File: src/rtl/spi_slave_core.sv
// SPI slave core: 2-flop synchronized pins, all four SPI modes, 8/16/24/32-bit words,
// valid/ready TX and RX word streams with one-cycle overrun and underrun pulses.
module spi_slave_core (
  input  logic        clk_i,
  input  logic        rst_n_i,
  input  logic        en_i,
  input  logic        cpol_i,
  input  logic        cpha_i,
  input  logic        lsb_i,
  input  logic [1:0]  dsize_i,
  input  logic        spi_sck_i,
  input  logic        spi_nss_i,
  input  logic        spi_mosi_i,
  output logic        spi_miso_o,
  output logic        spi_miso_en_o,
  input  logic        tx_valid_i,
  output logic        tx_ready_o,
  input  logic [31:0] tx_data_i,
  output logic        rx_valid_o,
  input  logic        rx_ready_i,
  output logic [31:0] rx_data_o,
  output logic        busy_o,
  output logic        ovr_o,
  output logic        udr_o
);
  localparam logic [0:0] IDLE   = 1'b0;
  localparam logic [0:0] ACTIVE = 1'b1;

  logic [1:0]  sck_sync_q, nss_sync_q, mosi_sync_q;
  logic        sck_prev_q, nss_prev_q;
  logic [0:0]  state_q, state_d;
  logic [4:0]  cnt_q, cnt_d;
  logic [31:0] tx_sr_q, tx_sr_d, rx_sr_q, rx_sr_d, rx_data_q, rx_data_d;
  logic        reload_pend_q, reload_pend_d;
  logic        rx_valid_q, rx_valid_d, tx_ready_q, tx_ready_d;
  logic        ovr_q, ovr_d, udr_q, udr_d;

  logic        sck_s, nss_s, mosi_s, active;
  logic        sck_edge, lead_edge, trail_edge, nss_fall, nss_rise;
  logic        start, stop, sample, shift_edge, word_done, tx_shift, tx_reload;
  logic [4:0]  last_idx;
  logic [31:0] rx_shift;

  assign sck_s      = sck_sync_q[1];
  assign nss_s      = nss_sync_q[1];
  assign mosi_s     = mosi_sync_q[1];
  assign active     = (state_q == ACTIVE);
  assign sck_edge   = sck_s ^ sck_prev_q;
  assign lead_edge  = sck_edge & (sck_s != cpol_i);
  assign trail_edge = sck_edge & (sck_s == cpol_i);
  assign nss_fall   = nss_prev_q & ~nss_s;
  assign nss_rise   = ~nss_prev_q & nss_s;
  assign start      = ~active & en_i & nss_fall;
  assign stop       = active & (~en_i | nss_rise);
  assign sample     = active & ~stop & (cpha_i ? trail_edge : lead_edge);
  assign shift_edge = active & ~stop & (cpha_i ? lead_edge : trail_edge);
  assign last_idx   = {dsize_i, 3'b111};
  assign word_done  = sample & (cnt_q == last_idx);
  // A shift edge seen with the count at zero is the word boundary (cpha=0) or the first leading edge (cpha=1).
  assign tx_shift   = shift_edge & (cnt_q != 5'd0);
  assign tx_reload  = start | (active & ~stop &
                      (cpha_i ? reload_pend_q : (shift_edge & (cnt_q == 5'd0))));

  always_comb begin
    rx_shift           = rx_sr_q >> 1;
    rx_shift[last_idx] = mosi_s;
    if (!lsb_i) rx_shift = {rx_sr_q[30:0], mosi_s};
  end

  always_comb begin
    state_d       = state_q;
    cnt_d         = cnt_q;
    rx_sr_d       = rx_sr_q;
    tx_sr_d       = tx_sr_q;
    reload_pend_d = 1'b0;
    rx_valid_d    = rx_valid_q;
    rx_data_d     = rx_data_q;
    ovr_d         = 1'b0;
    tx_ready_d    = tx_reload & tx_valid_i;
    udr_d         = tx_reload & ~tx_valid_i;
    if (start) state_d = ACTIVE;
    if (stop) begin
      state_d = IDLE;
      cnt_d   = 5'd0;
      rx_sr_d = '0;
    end else if (sample) begin
      cnt_d         = word_done ? 5'd0 : 5'(cnt_q + 5'd1);
      rx_sr_d       = word_done ? '0 : rx_shift;
      reload_pend_d = word_done & cpha_i;
    end
    if (tx_reload)     tx_sr_d = tx_valid_i ? tx_data_i : '0;
    else if (tx_shift) tx_sr_d = lsb_i ? (tx_sr_q >> 1) : (tx_sr_q << 1);
    if (rx_valid_q && rx_ready_i) rx_valid_d = 1'b0;
    if (word_done) begin
      if (rx_valid_q && !rx_ready_i) begin
        ovr_d = 1'b1;
      end else begin
        rx_valid_d = 1'b1;
        rx_data_d  = rx_shift;
      end
    end
    if (!en_i) begin
      rx_valid_d = 1'b0;
      cnt_d      = 5'd0;
    end
  end

  always_ff @(posedge clk_i or negedge rst_n_i) begin
    if (!rst_n_i) begin
      sck_sync_q    <= 2'b00;
      nss_sync_q    <= 2'b11;
      mosi_sync_q   <= 2'b00;
      sck_prev_q    <= 1'b0;
      nss_prev_q    <= 1'b1;
      state_q       <= IDLE;
      cnt_q         <= 5'd0;
      tx_sr_q       <= '0;
      rx_sr_q       <= '0;
      rx_data_q     <= '0;
      reload_pend_q <= 1'b0;
      rx_valid_q    <= 1'b0;
      tx_ready_q    <= 1'b0;
      ovr_q         <= 1'b0;
      udr_q         <= 1'b0;
    end else begin
      sck_sync_q    <= {sck_sync_q[0], spi_sck_i};
      nss_sync_q    <= {nss_sync_q[0], spi_nss_i};
      mosi_sync_q   <= {mosi_sync_q[0], spi_mosi_i};
      sck_prev_q    <= sck_s;
      nss_prev_q    <= nss_s;
      state_q       <= state_d;
      cnt_q         <= cnt_d;
      tx_sr_q       <= tx_sr_d;
      rx_sr_q       <= rx_sr_d;
      rx_data_q     <= rx_data_d;
      reload_pend_q <= reload_pend_d;
      rx_valid_q    <= rx_valid_d;
      tx_ready_q    <= tx_ready_d;
      ovr_q         <= ovr_d;
      udr_q         <= udr_d;
    end
  end

  assign spi_miso_o    = lsb_i ? tx_sr_q[0] : tx_sr_q[last_idx];
  assign spi_miso_en_o = active;
  assign busy_o        = active;
  assign tx_ready_o    = tx_ready_q;
  assign rx_valid_o    = rx_valid_q;
  assign rx_data_o     = rx_data_q;
  assign ovr_o         = ovr_q;
  assign udr_o         = udr_q;
endmodule
File: config.mk
export PLATFORM = sky130hd
export DESIGN_NAME = spi_slave_core
export DESIGN_NICKNAME = d
export VERILOG_FILES = /design/src/rtl/spi_slave_core.sv
export SDC_FILE = /design/constraint.sdc
export NUM_CORES = 1
export LEC_CHECK = 0
export ABC_AREA = 1
export ABC_CLOCK_PERIOD_IN_PS = 1600
export CAP_MARGIN = 10
export CORE_MARGIN = 4
export CORE_UTILIZATION = 50
export CTS_CLUSTER_SIZE = 14
export DETAILED_ROUTE_END_ITERATION = 8
export PLACE_DENSITY = 0.77
export SLEW_MARGIN = 20
export SYNTH_ARGS = -nofsm -noshare
export SYNTH_HDL_FRONTEND = slang
export SYNTH_SLANG_ARGS = --single-unit
File: constraint.sdc
create_clock -name clk_i -period 1.6 [get_ports clk_i]
set_input_delay 0.24 -clock clk_i [delete_from_list [all_inputs] [get_ports clk_i]]
set_output_delay 0.24 -clock clk_i [all_outputs]
set_load 0.005 [all_outputs]
==> metrics, run 1 <==
Residual DRC=0; Net Sw Frac=26.8%; VDD IR max=861 uV; Setup WS post-layout=-395 ps; largest net degree at the start of global routing=39; fin crit period=1990 ps; max cap viols=0; Worst Tran Pin Value=426 ps; Hold Crit Endpoint=nss_sync_q[0]; Worst R2R Setup Slack=-390 ps; synthesized area=6030 um2; syn avg cell area=7.24 um2; Via density=5.47; first-pass GRT wire length=25600 um; Synth cell types=26; final-stage net count=1034; number of global-route vias before repair=5480; die area=13900 um2; synthesized flop and latch total=115; fmax=501 MHz; Hold Crit Start=spi_nss_i; Total Wirelength=19500 um; top cell type's share of synthesized area=46.5%; Design Area, Final=8980 um2; antenna violations before repair=1; hold depth=1; Initial Util=51.9%; Iter 0 DRT Violations=624; Synth Instances=832; most common cell after layout, fill and taps aside=nand2_1; H-tree levels=4; CORE AREA=11600 um2; Leak=4.43 nW; Final setup violation count=104; remaining antenna violation count=0; RePlAce Congestion=0.880; Slew headroom=71.6%; # IOs=84; Pwr Density=827 nW/um2; kind of critical path=flip-flop to flip-flop; TritonCTS clock tree=done; clock skew=11.8 ps; Syn Nets=879; Overall Global Routing Usage=22.2%; final hold vios=0; Int Pwr=5.44 mW; Hold WC Path Type=input pin to flip-flop; Synth area leader=dfrtp_1; worst r2r src=cnt_q[0]; WL/cell=17.1 um; Die Height=118 um; estimated wirelength of the detail-placed design=9500 um; RSZ-0062 raised after global routing=yes; Initial DRT Pass Iterations=5; Reg power frac=40.7%; final setup TNS=-27510 ps; post-placement cell area=7420 um2; CP arrival=2310 ps; Reg clk slew, reported paths=60 ps; Synth area leaders=dfrtp_1 47%, nand2_1 23%, inv_1 7.0%, o21a_1 4.0%, o22ai_1 3.5%; R2R cell count=10; NetSw=1.99 mW; DR vias=6263; required time of the critical path=1920 ps; total power=7.43 mW; fraction of layout cells with a size suffix above 1=24.8%; cts bufs inserted=17; CTS max path bufs=2; clock network power share=46.8%; terminus of the critical flop-to-flop path=rx_sr_q[1]; CP max FO=6; grt ovf=0; P&R area growth vs syn=49.1%; Hold Slack=232 ps; CP Capture Type=flip-flop; Util after Layout=77.4%; Slew Viols, Final=0; Syn. warnings=0; Port Buffers=83; CTS root buffer=clkbuf_16; Startpoint Class=flip-flop; most frequent cells in the layout=319 x nand2_1, 111 x dfrtp_1, 108 x inv_1, 76 x clkdlybuf4s50_1, 62 x buf_4; Combinational Power Share=12.6%; Tcrit/Tclk final=125%; Row Count=39; chip width=118 um; sequential area share after synthesis=47.8%; status=complete, but fails checks; later-pin clock latency in the skew report=420 ps; Clock Sinks=115; failing checks=negative setup slack
[worst max path at each step]
| stage | start | to | slack [ps] | cells past startpoint |
|---|---|---|---|---|
| 3_5_place_dp | dsize_i[0] | spi_miso_o | -580 | 8 |
| 2_1_floorplan | nss_prev_q | rx_data_o[15] | -40 | 9 |
| 6_report | cnt_q[0] | rx_sr_q[1] | -390 | 10 |
| 5_1_grt | cnt_q[0] | tx_sr_q[2] | -460 | 12 |
| 3_3_place_gp | dsize_i[1] | spi_miso_o | -550 | 8 |
| 4_1_cts | nss_sync_q[1] | rx_sr_q[9] | -110 | 10 |
[flip-flops by register name, indices dropped and copies added (netlist names)]
register       flops
nss_sync_q         2
sck_sync_q         2
tx_sr_q           32
udr_o              1
nss_prev_q         1
sck_prev_q         1
rx_sr_q           32
rx_data_o         32
tx_ready_o         1
mosi_sync_q        2
reload_pend_q      1
rx_valid_o         1
ovr_o              1
cnt_q              5
busy_o             1
[metal layers]
metal	wire (um)	global-route usage [%]	part of all wire [%]	vias to the layer above
li1	-	-	-	2894
met1	7340	27.7	38	2925
met2	9630	38.6	49	347
met3	1270	4.23	6.5	97
met4	1290	7.84	6.6	0
met5	0	0	0	-
[critical path: stages (launching register included)]
cell and delay (ps):
dfrtp_1 420, buf_4 160, ha_2 200, nand2_2 80
nor3_2 40, buf_4 140, nand2_4 110, buf_6 120
nand3_4 200, clkbuf_16 250, o22ai_4 160
[kinds of logic after synthesis]
group                      count (synthesis)  share of synthesized area [%]
and+or+nand+nor                          439                           29.1
buffers and inverters                    161                           10.9
AOI/OAI and AO/OA                        115                           11.7
DFF                                      115                           47.8
adders and majority gates                  2                          0.415
[synth_stat cells]
library cell  number
nor2_1            20
nor3_1             4
o21ai_1            2
dfrtp_1          112
o21ai_0           39
nand2_2            3
inv_2              4
nand2_1          365
nand3_1           38
dfstp_2            3
nor2_8             1
buf_2             14
o21a_1            32
buf_4             10
a21oi_1            6
nand2_4            1
nand3_2            2
a21boi_1           1
nor2_2             1
clkbuf_1          20
o2111ai_1          1
ha_1               2
nand4_1            4
o22ai_1           34
buf_1              1
inv_1            112
[repair_timing]
item	in CTS	in global routing
resized for setup	51	96
pin swaps	12	17
endpoints found under the hold margin	23	0
endpoints found under the setup margin	100	107
cloned	2	9
buffers inserted	15	18
hold buffers	1	0
[layout make-up]
type                       instances  area, um2
clock buffer                      21        460
timing repair buffer             181       1940
multi-input combinational        556       3000
antenna                            1       2.50
fill                             756       2630
inverter                         116        438
tap                              143        179
clock inverter                    11       78.8
sequential                       115       2880
[stage by stage]
step	setup slack, ps	instances
2_1_floorplan	-38.2	832
3_3_place_gp	-546	1071
3_5_place_dp	-582	1071
4_1_cts	-113	1121
5_1_grt	-459	1144
6_report	-395	1144
[power by group through the flow]
stage	Combinational [mW]	Sequential (mW)	Clock, mW
floorplan	0.315	3.05	0
global placement	0.673	3.05	0
detailed placement	0.684	3.06	0
CTS	0.746	3.01	3.44
global route	1.00	3.02	3.61
finish	0.934	3.02	3.47
(Power assumes the default switching activity.)
==> inputs of run 2 (changes only) <==
--- a/config.mk
+++ b/config.mk
@@ -6,12 +6,13 @@
 export NUM_CORES = 1
 export LEC_CHECK = 0
 export ABC_AREA = 1
-export ABC_CLOCK_PERIOD_IN_PS = 1600
+export ABC_CLOCK_PERIOD_IN_PS = 1690
 export CAP_MARGIN = 10
 export CORE_MARGIN = 4
 export CORE_UTILIZATION = 50
 export CTS_CLUSTER_SIZE = 14
 export DETAILED_ROUTE_END_ITERATION = 8
+export GPL_ROUTABILITY_DRIVEN = 0
 export PLACE_DENSITY = 0.77
 export SLEW_MARGIN = 20
 export SYNTH_ARGS = -nofsm -noshare
==> constraint.sdc (replaced) <==
create_clock -name clk_i -period 1.69 [get_ports clk_i]
set_input_delay 0.2535 -clock clk_i [delete_from_list [all_inputs] [get_ports clk_i]]
set_output_delay 0.2535 -clock clk_i [all_outputs]
set_load 0.005 [all_outputs]
==> run 2 against run 1 <==
  * The run still ends with negative setup slack left
  * Design area down 4.2%
  * Via count down 3.2%
  * Worst setup slack better by 230 ps
  * Cell count down 1.6%
  * Maximum frequency up 7.8%
  * Die area unchanged
  * Global-route usage up 0.84 points
  * Highest routed layer unchanged
  * Largest cell class is now registers
==> metrics, run 2 (same netlist as run 1, synthesis figures left out) <==
RSZ-0062 raised after global routing=yes; terminus of the critical flop-to-flop path=rx_data_o[21]; CORE AREA=11600 um2 (unchanged); Hold Slack=233 ps (+0.663 ps); crit path launch=cnt_q[0]; CP endpoint=rx_data_o[21]; final setup TNS=-7470 ps (+20030 ps); H-tree levels=4 (unchanged); Worst R2R Setup Slack=-160 ps (+230 ps); Port Buffers=83 (unchanged); WL/cell=16.1 um (-6.0%); Initial Util=51.9% (unchanged); Reg area=2880 um2 (about the same); Overall Global Routing Usage=23.1% (+0.84 points); Final setup violation count=101 (-2.9%); Leak=4.34 nW (-2.1%); TritonCTS clock tree=done; most common cell after layout, fill and taps aside=nand2_1; max cap viols=0 (unchanged); Via density=5.39 (-1.6%); Iter 0 DRT Violations=571 (-8.5%); fraction of layout cells with a size suffix above 1=19.1% (-5.7 points); largest net degree at the start of global routing=97 (+150%); Row Count=39 (unchanged); Tcrit/Tclk final=109% (-15 points); kind of critical path=flip-flop to flip-flop; Worst Tran Pin Value=367 ps (-59.2 ps); antenna violations before repair=1 (unchanged); clock skew=17.2 ps (+5.43 ps); Total Wirelength=18100 um (-7.4%); Hold Crit Start=spi_nss_i; filler cell count=790 (+4.5%); worst r2r src=cnt_q[0]; grt ovf=0 (unchanged); required time of the critical path=1990 ps (+70 ps); CP max FO=6 (unchanged); CTS root buffer=clkbuf_16; DR vias=6064 (-3.2%); CTS max path bufs=2 (unchanged); fmax=541 MHz (+7.8%); CP arrival=2150 ps (-160 ps); number of global-route vias before repair=5692 (+3.9%); status=complete, but fails checks; Setup WS post-layout=-160 ps (+235 ps); fin crit period=1850 ps (-145 ps); Residual DRC=0 (unchanged); most frequent cells in the layout=327 x nand2_1, 110 x dfrtp_1, 107 x inv_1, 76 x clkdlybuf4s50_1, 44 x buf_4; failing checks=negative setup slack; Die Height=118 um (unchanged); Hold WC Path Type=input pin to flip-flop; R2R cell count=11 (+1); remaining antenna violation count=0 (unchanged); Startpoint Class=flip-flop; P&R area growth vs syn=42.9%; later-pin clock latency in the skew report=420 ps (about the same); first-pass GRT wire length=26600 um (+3.8%); final hold vios=0 (unchanged); Slew Viols, Final=0 (unchanged); cts bufs inserted=17 (unchanged); Initial DRT Pass Iterations=5 (unchanged); chip width=118 um (unchanged); final-stage net count=1016 (-1.7%); VDD IR max=751 uV (-13%); Slew headroom=75.5% (+3.9 points); total power=7.23 mW (-2.7%); CP Capture Type=flip-flop; die area=13900 um2 (unchanged); Reg clk slew, reported paths=60 ps (about the same); Pwr Density=839 nW/um2 (+1.5%); # IOs=84 (unchanged); Clock Sinks=115 (unchanged); estimated wirelength of the detail-placed design=9210 um (-3.0%); footprint of the multi-input gates=2740 um2 (-8.7%)
run 2: routing by layer:
metal / vias to the layer above / GRT usage (%) / part of all wire [%]
met1: 2783 / 28.2 / 38
met5: - / 0 / 0
met2: 330 / 40.5 / 50
met3: 93 / 4.04 / 6.4
li1: 2858 / - / -
met4: 0 / 9.30 / 5.5
run 2: what timing repair did:
action,CTS,global route
endpoints found under the setup margin,97,103
endpoints found under the hold margin,17,0
gates cloned,4,5
hold buffers,1,0
gates resized for setup,39,70
pin swaps,12,9
buffers inserted,18,6
run 2: stage by stage:
step	worst slack [ps]	cell area [um2]	std cells	util [%]
after floorplan	33.2	6030	832	-
after global placement	-497	7330	1062	63.1
after detailed placement	-517	7330	1062	63.1
after CTS	-42.9	8260	1117	71.1
after global routing	-224	8610	1126	74.1
final	-160	8610	1126	74.1
run 2: critical path: stages, from the launching register on:
cell       delay, ps
dfrtp_1          380
buf_6            120
ha_4             140
nand2_4           60
nor3_4           200
buf_6            140
nand2_8           60
nor2_8           140
buf_12           150
clkbuf_16        150
nand2_1           70
o21a_1           110
run 2: worst min-delay path by stage:
stage,endpoint,depth (start not counted),slack (ps)
after floorplan,busy_o,0,-40
after global placement,rx_data_o[0],1,160
after detailed placement,rx_data_o[30],1,160
after CTS,nss_sync_q[0],1,240
after global routing,nss_sync_q[0],1,250
final,nss_sync_q[0],1,230
run 2: layout make-up:
type	instances	share of cell area (%)
Clock inverter	15	1.80
Multi-Input combinational cell	556	31.9
Antenna cell	1	0.0291
Inverter	116	5.14
Clock buffer	17	4.94
Timing Repair Buffer	163	20.7
Sequential cell	115	33.5
Tap cell	143	2.08
run 2: where the power goes:
group          switching [mW]  total (mW)  leakage, nW  internal, mW
logic                   0.461       0.817         2.48         0.356
registers              0.0414        2.85         1.58          2.81
clock network            1.38        3.56        0.280          2.18
